==> config.mk <==
export PLATFORM = sky130hd
export DESIGN_NAME = axi_stream_burst_writer
export DESIGN_NICKNAME = d
export VERILOG_FILES = /design/src/rtl/axi_stream_burst_writer.sv
export SDC_FILE = /design/constraint.sdc
export NUM_CORES = 1
export LEC_CHECK = 0
export CORE_MARGIN = 8
export CORE_UTILIZATION = 47
export DETAILED_ROUTE_END_ITERATION = 8
export PLACE_DENSITY = 0.67
export REMOVE_ABC_BUFFERS = 1
export SLEW_MARGIN = 20
export SYNTH_ARGS = -nofsm -noshare
export SYNTH_HDL_FRONTEND = slang
export SYNTH_SLANG_ARGS = --single-unit
==> constraint.sdc <==
create_clock -name s_aclk -period 4.7 [get_ports s_aclk]
set_clock_uncertainty 0.15 [all_clocks]
set_input_delay 0.705 -clock s_aclk [delete_from_list [all_inputs] [get_ports s_aclk]]
set_output_delay 0.705 -clock s_aclk [all_outputs]
set_load 0.01 [all_outputs]
==> src/rtl/axi_stream_burst_writer.sv <==
// axi_stream_burst_writer: FIFO-buffered stream to AXI4 INCR burst writer; define STREAM_WRITER_BRESP_CHK_EN for o_err/o_err_cnt bresp tracking
module axi_stream_burst_writer #(
  parameter int          G_DATAWIDTH  = 32,
  parameter int          G_ID_WIDTH   = 1,
  parameter int          G_BURSTLEN   = 16,
  parameter int          G_FIFO_DEPTH = 32,
  parameter logic [31:0] G_BASEADDR   = 32'h0
) (
  input  logic                   s_aclk,
  input  logic                   s_areset,
  input  logic [G_DATAWIDTH-1:0] s_tdata,
  input  logic                   s_tvalid,
  output logic                   s_tready,
  input  logic                   s_tlast,
  output logic [G_ID_WIDTH-1:0]  m_axi_awid,
  output logic [31:0]            m_axi_awaddr,
  output logic [7:0]             m_axi_awlen,
  output logic [2:0]             m_axi_awsize,
  output logic [1:0]             m_axi_awburst,
  output logic                   m_axi_awvalid,
  input  logic                   m_axi_awready,
  output logic [G_DATAWIDTH-1:0] m_axi_wdata,
  output logic [3:0]             m_axi_wstrb,
  output logic                   m_axi_wlast,
  output logic                   m_axi_wvalid,
  input  logic                   m_axi_wready,
  input  logic [G_ID_WIDTH-1:0]  m_axi_bid,
  input  logic [1:0]             m_axi_bresp,
  input  logic                   m_axi_bvalid,
  output logic                   m_axi_bready,
  output logic                   o_busy,
  output logic [31:0]            o_wr_addr,
  output logic [15:0]            o_burst_cnt
`ifdef STREAM_WRITER_BRESP_CHK_EN
  ,
  output logic                   o_err,
  output logic [7:0]             o_err_cnt
`endif
);
  localparam int AW = $clog2(G_FIFO_DEPTH);
  localparam int CW = AW + 1;
  typedef enum logic [1:0] {IDLE, ADDR, DATA, RESP} state_t;
  state_t                 state_q;
  logic [G_DATAWIDTH-1:0] mem_q [G_FIFO_DEPTH];
  logic [AW-1:0]          wr_ptr_q, rd_ptr_q;
  logic [CW-1:0]          count_q, count_d;
  logic                   flush_q, flush_d;
  logic [8:0]             len_q, rem_q, len_d;
  logic [31:0]            awaddr_q, wr_addr_q;
  logic [7:0]             awlen_q;
  logic [15:0]            burst_cnt_q;
  logic                   awvalid_q, wvalid_q, wlast_q, bready_q;
  logic                   push, pop, full_burst, launch, b_hs;
  logic                   unused_ok;
`ifdef STREAM_WRITER_BRESP_CHK_EN
  logic                   err_q;
  logic [7:0]             err_cnt_q;
  assign o_err     = err_q;
  assign o_err_cnt = err_cnt_q;
`endif
  assign unused_ok     = ^{m_axi_bid, m_axi_bresp};
  assign s_tready      = count_q != CW'(G_FIFO_DEPTH);
  assign push          = s_tvalid & s_tready;
  assign pop           = wvalid_q & m_axi_wready;
  assign b_hs          = bready_q & m_axi_bvalid;
  assign count_d       = count_q + CW'(push) - CW'(pop);
  assign full_burst    = count_q >= CW'(G_BURSTLEN);
  assign launch        = state_q == IDLE && (full_burst || (flush_q && count_q != '0));
  assign len_d         = full_burst ? 9'(G_BURSTLEN) : 9'(count_q);
  // a newly accepted tlast always wins over any clear in the same cycle
  assign flush_d       = (push & s_tlast) ? 1'b1 :
                         ((state_q == IDLE && count_q == '0) || (b_hs && count_d == '0)) ? 1'b0 : flush_q;
  assign m_axi_awid    = '0;
  assign m_axi_awaddr  = awaddr_q;
  assign m_axi_awlen   = awlen_q;
  assign m_axi_awsize  = 3'b010;
  assign m_axi_awburst = 2'b01;
  assign m_axi_awvalid = awvalid_q;
  assign m_axi_wdata   = mem_q[rd_ptr_q];
  assign m_axi_wstrb   = 4'hF;
  assign m_axi_wlast   = wlast_q;
  assign m_axi_wvalid  = wvalid_q;
  assign m_axi_bready  = bready_q;
  assign o_busy        = state_q != IDLE || count_q != '0;
  assign o_wr_addr     = wr_addr_q;
  assign o_burst_cnt   = burst_cnt_q;

  always_ff @(posedge s_aclk)
    if (push) mem_q[wr_ptr_q] <= s_tdata;

  always_ff @(posedge s_aclk or posedge s_areset)
    if (s_areset) begin
      wr_ptr_q <= '0;
      rd_ptr_q <= '0;
      count_q  <= '0;
      flush_q  <= 1'b0;
    end else begin
      wr_ptr_q <= wr_ptr_q + AW'(push);
      rd_ptr_q <= rd_ptr_q + AW'(pop);
      count_q  <= count_d;
      flush_q  <= flush_d;
    end

  always_ff @(posedge s_aclk or posedge s_areset)
    if (s_areset) begin
      state_q     <= IDLE;
      awaddr_q    <= '0;
      awlen_q     <= '0;
      len_q       <= '0;
      rem_q       <= '0;
      awvalid_q   <= 1'b0;
      wvalid_q    <= 1'b0;
      wlast_q     <= 1'b0;
      bready_q    <= 1'b0;
      wr_addr_q   <= G_BASEADDR;
      burst_cnt_q <= '0;
`ifdef STREAM_WRITER_BRESP_CHK_EN
      err_q       <= 1'b0;
      err_cnt_q   <= '0;
`endif
    end else begin
      case (state_q)
        IDLE: if (launch) begin
          awaddr_q  <= wr_addr_q;
          awlen_q   <= 8'(len_d - 9'd1);
          len_q     <= len_d;
          awvalid_q <= 1'b1;
          state_q   <= ADDR;
        end
        ADDR: if (m_axi_awready) begin
          awvalid_q <= 1'b0;
          wvalid_q  <= 1'b1;
          wlast_q   <= len_q == 9'd1;
          rem_q     <= len_q;
          state_q   <= DATA;
        end
        DATA: if (m_axi_wready) begin
          rem_q   <= rem_q - 9'd1;
          wlast_q <= rem_q == 9'd2;
          if (rem_q == 9'd1) begin
            wvalid_q <= 1'b0;
            wlast_q  <= 1'b0;
            bready_q <= 1'b1;
            state_q  <= RESP;
          end
        end
        RESP: if (m_axi_bvalid) begin
          bready_q    <= 1'b0;
          wr_addr_q   <= wr_addr_q + {21'b0, len_q, 2'b00};
          burst_cnt_q <= burst_cnt_q + 16'd1;
          state_q     <= IDLE;
`ifdef STREAM_WRITER_BRESP_CHK_EN
          if (m_axi_bresp != 2'b00) begin
            err_q <= 1'b1;
            if (err_cnt_q != 8'hFF) err_cnt_q <= err_cnt_q + 8'd1;
          end
`endif
        end
      endcase
    end
endmodule
==> results.py <==
metrics = {
    "yosys": {
        "synth_area_per_cell_um2": 19.46,
        "synth-edff-count": 1024,
        "synthTopCellsByCount": "1024 x edfxtp_1, 192 x mux4_2, 163 x mux2i_1",
        "synth_ff_type": "edfxtp_1",
        "yosys.cell_count.top_type": "edfxtp_1",
        "synth_area_leaders": "edfxtp_1 68%, mux4_2 9.6%, dfrtp_1 6.7%",
        "async_reset_ff_share_pct": 10.57,
        "yosysTopAreaCell": "edfxtp_1",
        "ys_warn_count": 0,
        "synth_simple_gate_area_share_pct": 2.620,
        "synth_compound_area_share_pct": 3.194,
        "synth_top_area_share_pct": 68.15,
        "ys_ff_latch": 1145,
        "synthAdderAreaFrac_pct": 0.8929,
        "synth_top_family_by_area": "multiplexers",
        "ys_types": 55,
        "synthesis.area_mm2": 0.04512,
        "ys_seq_area_share_pct": 74.86,
        "syn_inst": 2319,
        "synth_mux_area_share_pct": 15.52,
        "synth_xor_area_share_pct": 1.106,
    },
    "detailed_routing": {
        "viasPerCell": 5.879,
        "ant_nets": 0,
        "routed_wl_um": 107000,
        "wl_met2_um": 52340,
        "first_pass_iters": 7,
        "drc": 0,
        "wl_met1_um": 43490,
        "drt_iter0_drc": 2185,
        "top_layer_used": "met4",
        "post_drt_wl_per_cell_um": 27.29,
        "wl_met3_um": 8059,
        "vias": 23040,
    },
    "floorplanning": {
        "die_y_um": 325.8,
        "die_x_um": 325.8,
        "io_pins": 178,
        "row_count": 113,
        "core_area_mm2": 0.09501,
        "dieArea_mm2": 0.1062,
        "initial_core_util_pct": 47.49,
    },
    "timing": {
        "period_needed_ns": 4.412,
        "fin_crit_sh_pct": 93.86,
        "max_clock_freq_mhz": 226.7,
        "setup_violations": 0,
        "slew_violations": 0,
        "rsz0062_at_grt": "no",
        "tightest_slew_ns": 1.143,
        "hold_viol_final": 0,
        "layout_setup_ws_ns": 0.2884,
        "relSlewSlack_pct": 23.53,
    },
    "placed_design": {
        "gp_congestion": 0.7771,
        "portBuffers": 160,
        "dpl.hpwl_um": 59490,
        "dpl_worst_slack_ns": 0.8391,
    },
    "final_layout": {
        "drive_gt1_share_pct": 21.18,
        "final_core_util_pct": 55.46,
        "area_delta_synth_final_pct": 16.78,
        "nets": 2628,
    },
    "power": {
        "p_leak_nw": 17.71,
        "finalPower_mw": 31.53,
        "p_per_area_mw_per_mm2": 598.3,
        "vdd_ir_drop_max_uv": 369.6,
    },
    "worst_setup_path": {
        "crit_path_end": "m_axi_wdata[17]",
        "regToRegSetupSlack_ns": 1.27,
        "worstPathArrival_ns": 3.56,
        "crit_chain": "buf_12 > mux4_2 > mux2i_1 > nor2_1 > a21oi_1 > o221ai_1 > clkdlybuf4s50_1",
        "crit_required_ns": 3.85,
        "setup.worst_path.class": "reg -> out",
        "r2r-start": "count_q[2]",
        "regToRegEndpoint": "mem_q[8][21]",
        "critPathMaxFanout": 48,
        "cpPeakStageDelay_ns": 0.69,
        "worstSetupStartpoint": "rd_ptr_q[0]",
        "start_kind": "flop",
        "reg2reg_depth": 8,
        "cp-end-kind": "primary output",
        "critPathSlowestCell": "dfrtp_4",
    },
    "cts": {
        "numCtsBuffers": 113,
        "cts_resized": 0,
        "clk_pin_slew_ns": 0.06,
        "clock-sinks": 1145,
        "cts_tree": "done",
        "h-tree-depth": 3,
        "clock_latency_ns": 0.68,
        "root_buffer": "clkbuf_16",
        "clockBufferDepth": 3,
    },
    "min_path": {
        "worst_hold_startpoint": "o_burst_cnt[15]",
        "hold_path.class": "reg -> reg",
    },
    "global_route": {
        "grt_max_degree": 72,
        "grt_pass1_wl_um": 158300,
        "antenna_found_initial": 3,
        "grt_overflow": 0,
        "grt_pass1_vias": 24330,
        "grt_usage_pct": 19.83,
    },
    "run": {
        "drv_cap": 0,
    },
    "outcome": {
        "status": "finished clean",
    },
}
## cell type report
type | count | area, um2
antenna | 1 | 2.502
clock buffer | 141 | 2995
clock inverter | 72 | 748.2
fill | 7154 | 42320
inverter | 27 | 103.9
multi-input combinational | 1028 | 10850
sequential | 1145 | 33790
tap | 1265 | 1583
timing repair buffer | 240 | 2628
## layout by cell type (no fill, tap or decap), types with 6 or more instances in the layout
cell             netlist  routed
nand3b_1               6       6
mux2_2                76      76
dfrtp_1              121     118
edfxtp_1            1024    1024
ha_1                  29      29
nor2b_1                7       6
clkbuf_1              52      24
nor4_1                 6       6
mux2i_1              163     163
bufinv_16              0      14
a21oi_1               74      74
nand2_1               63      62
o221ai_1              32      32
o22ai_1               38      38
clkinv_1               0      30
nand4_1               17      17
a31oi_1               34      34
conb_1                 2      14
nor2_1                82      50
mux4_2               192     192
o21ai_0               29      29
clkbuf_16              0     115
buf_4                 29      44
clkdlybuf4s50_1        0     156
mux2_1                17      17
xnor2_1               45      45
buf_12                 0      35
nand3_1               31      31
nor2_4                 0      32
xor2_1                12      12
inv_1                 27      26
clkinv_2               0      18
## cell families after synthesis
logic type               Yosys count
adder cells (fa/ha/maj)           31
XOR/XNOR                          57
AND/OR/NAND/NOR                  249
flip-flops                      1145
AO/OA/AOI/OAI                    229
multiplexers                     448
buffers and inverters            158
other                              2
## how the worst min path moves through the flow
stage / endpoint / slack [ns] / cells past startpoint
3_3_place_gp: o_burst_cnt[15] / 0.31 / 1
3_5_place_dp: o_burst_cnt[15] / 0.31 / 1
2_1_floorplan: rd_ptr_q[4] / 0.34 / 1
6_report: o_burst_cnt[15] / 0.33 / 1
5_1_grt: o_burst_cnt[15] / 0.35 / 1
4_1_cts: o_burst_cnt[15] / 0.33 / 1
## power breakdown
part | leakage, nW | internal [mW] | total (mW) | switching (mW)
logic | 5.08 | 4.51 | 9.98 | 5.48
registers | 10.8 | 12.0 | 12.5 | 0.506
clock network | 1.83 | 5.29 | 9.06 | 3.77
## repair_timing
action,CTS,global route
hold buffers,0,0
setup endpoints to repair,0,4
hold endpoints to repair,0,0
buffers inserted,0,1
## routing by layer
layer	vias to the layer above	track usage, %
met5	-	0
met4	0	6.337
met3	161	4.489
met2	875	32.86
met1	12158	26.12
li1	9846	-
## worst max-delay path, delay by kind of cell (launching register included)
kind	cells	cell delay (ns)
compound gates	2	0.37
buf+inv	2	0.91
simple gates	1	0.06
flops	1	0.69
mux	2	0.78
## registers in the layout (all words and copies together), names as in the netlist
name           cells
o_burst_cnt       16
o_wr_addr         30
m_axi_awlen        7
m_axi_awaddr      30
flush_q            1
count_q            6
state_q            2
m_axi_bready       1
m_axi_wvalid       1
m_axi_awvalid      1
rd_ptr_q           5
m_axi_wlast        1
len_q              6
rem_q              9
wr_ptr_q           5
mem_q           1024
## stage by stage
stage	hold WS [ns]	instances	instance area [um2]	setup TNS [ns]
floorplan	0.3419	2200	44460	-298.17
global placement	0.3114	3704	48950	0
detailed placement	0.3147	3704	48950	0
CTS	0.3330	3917	52700	0
global route	0.3504	3918	52690	0
finish	0.3339	3919	52700	0
Note: power is estimated with default switching activity, not from simulation.
==> edit (same flow settings) <==
Re-encode `state_t` (4 states) as one-hot, 4 bits wide.
--- a/src/rtl/axi_stream_burst_writer.sv
+++ b/src/rtl/axi_stream_burst_writer.sv
@@ -41,3 +41,3 @@
   localparam int CW = AW + 1;
-  typedef enum logic [1:0] {IDLE, ADDR, DATA, RESP} state_t;
+  typedef enum logic [3:0] {IDLE = 4'b0001, ADDR = 4'b0010, DATA = 4'b0100, RESP = 4'b1000} state_t;
   state_t                 state_q;
Behaviour: same outputs for any inputs over 4 cycles, from zero or initial values and one cycle with s_areset high; so few cycles prove little.
==> edit against the original RTL <==
- final cell count increased by 0.87%
- final area decreased by 0.24%
- area after synthesis fell by 0.26%
- via count increased by 0.71%
- setup slack lost 0.20 ns
- sequential cell count rose by 2
- routed wire length grew 0.73%
- critical endpoint is now m_axi_wdata[20]
- largest cell class unchanged
Power is not compared: it rests on default switching activity, and its combinational part moved more than twofold at a synthesized area within 25%.
==> edit: results (changes against the original RTL) <==
stage,metric,value,unit,change
setup_path,path_max_fanout,23,,was 48
yosys,number_of_synthesized_flops_with_an_enable_pin,1024,,unchanged
place,pre_cts_slack,0.769,ns,was 0.839 ns
place,dpl.cell_count,3734,,"was 3,704"
final_layout,layout-drive-gt1-share,20.9,%,was 21.2%
power,totalPowerFinal,22500,uW,
yosys,average_cell_area_after_synthesis,19.4,um^2,was 19.5 um^2
sta,slew_headroom,22.9,%,was 23.5%
grt,global_route.usage.total,19.8,%,about the same
yosys,synth_cell_types,63,,was 55
detailed_routing,wl_per_cell,27.3,um,about the same
grt,grt_start_max_net_pins,73,,was 72
cts,cts_buffers,114,,was 113
grt,vias_in_the_first_global_route,24100,,"was 24,300"
final_layout,number_of_nets_in_the_layout,2663,,"was 2,628"
yosys,ys_top_cells_by_area,"edfxtp_1 (68%), mux4_2 (9.6%), dfrtp_1 (6.8%)",,"was edfxtp_1 (68%), mux4_2 (9.6%), dfrtp_1 (6.7%)"
outcome,status,"finished, final reports clean",,unchanged
place,placement.cell_area,48900,um^2,"was 49,000 um^2"
place,place.detailed.hpwl,62400,um,"was 59,500 um"
place,gpl.final_weighted_congestion,0.793,,was 0.777
setup_path,worstPathArrival,3.75,ns,was 3.56 ns
grt,grt_first_pass_wirelength,158000,um,about the same
detailed_routing,drt_first_iter_violations,2417,,"was 2,185"
detailed_routing,route.detailed.vias_per_inst,5.87,,was 5.88
yosys,yosysSeqAreaShare,75.2,%,was 74.9%
edit: cell type report:
class	instances	area, um^2
antenna	1	2.50
timing repair buffer	279	2650
multi-input combinational	1028	10800
sequential	1147	33800
clock buffer	145	3000
inverter	24	92.6
clock inverter	64	637
tap	1265	1580
fill	7188	42400
edit: logic make-up (layout without fill, tap and decap cells):
logic type	count (synthesis)	after routing	synth area share (%)
adders and majority gates	27	27	0.784
muxes	446	446	15.3
xor gates and xnor gates	54	54	1.05
other	2	15	0.0167
buffers and inverters	154	512	1.64
AOI/OAI and AO/OA	209	209	3.06
and+or+nand+nor	278	278	2.94
DFF	1147	1147	75.2
edit: timing repair:
item | 4_1_cts | 5_1_grt
hold buffers | 0 | 0
setup buffers | 0 | 9
setup endpoints to repair | 0 | 6
endpoints found under the hold margin | 0 | 0
edit: critical path: stages, from the launching register on:
cell and delay (ns):
dfrtp_4 0.73, and2_2 0.61, buf_4 0.41, a21oi_1 0.11, a31oi_1 0.30, o221ai_1 0.31, clkdlybuf4s50_1 0.57
edit: layer usage:
metal  up-vias  GRT usage, %  routed length [um]
li1       9865             -                   -
met1     12200          26.6               43600
met2       954          32.9               52500
met3       153          4.58                9480
met4         4          5.00                2150
met5         -             0                  21
edit: path summary, 6_finish.rpt:
path	end	slack [ns]	depth (start not counted)	from
min in group asynchronous	m_axi_awaddr[28]	0.41	2	s_areset
min	o_burst_cnt[15]	0.34	1	o_burst_cnt[15]
max	m_axi_wdata[20]	0.09	6	rd_ptr_q[2]
max reg2reg	flush_q	0.88	14	count_q[3]
min reg2reg	o_burst_cnt[15]	0.34	1	o_burst_cnt[15]
max in group asynchronous	o_wr_addr[15]	3.16	3	s_areset
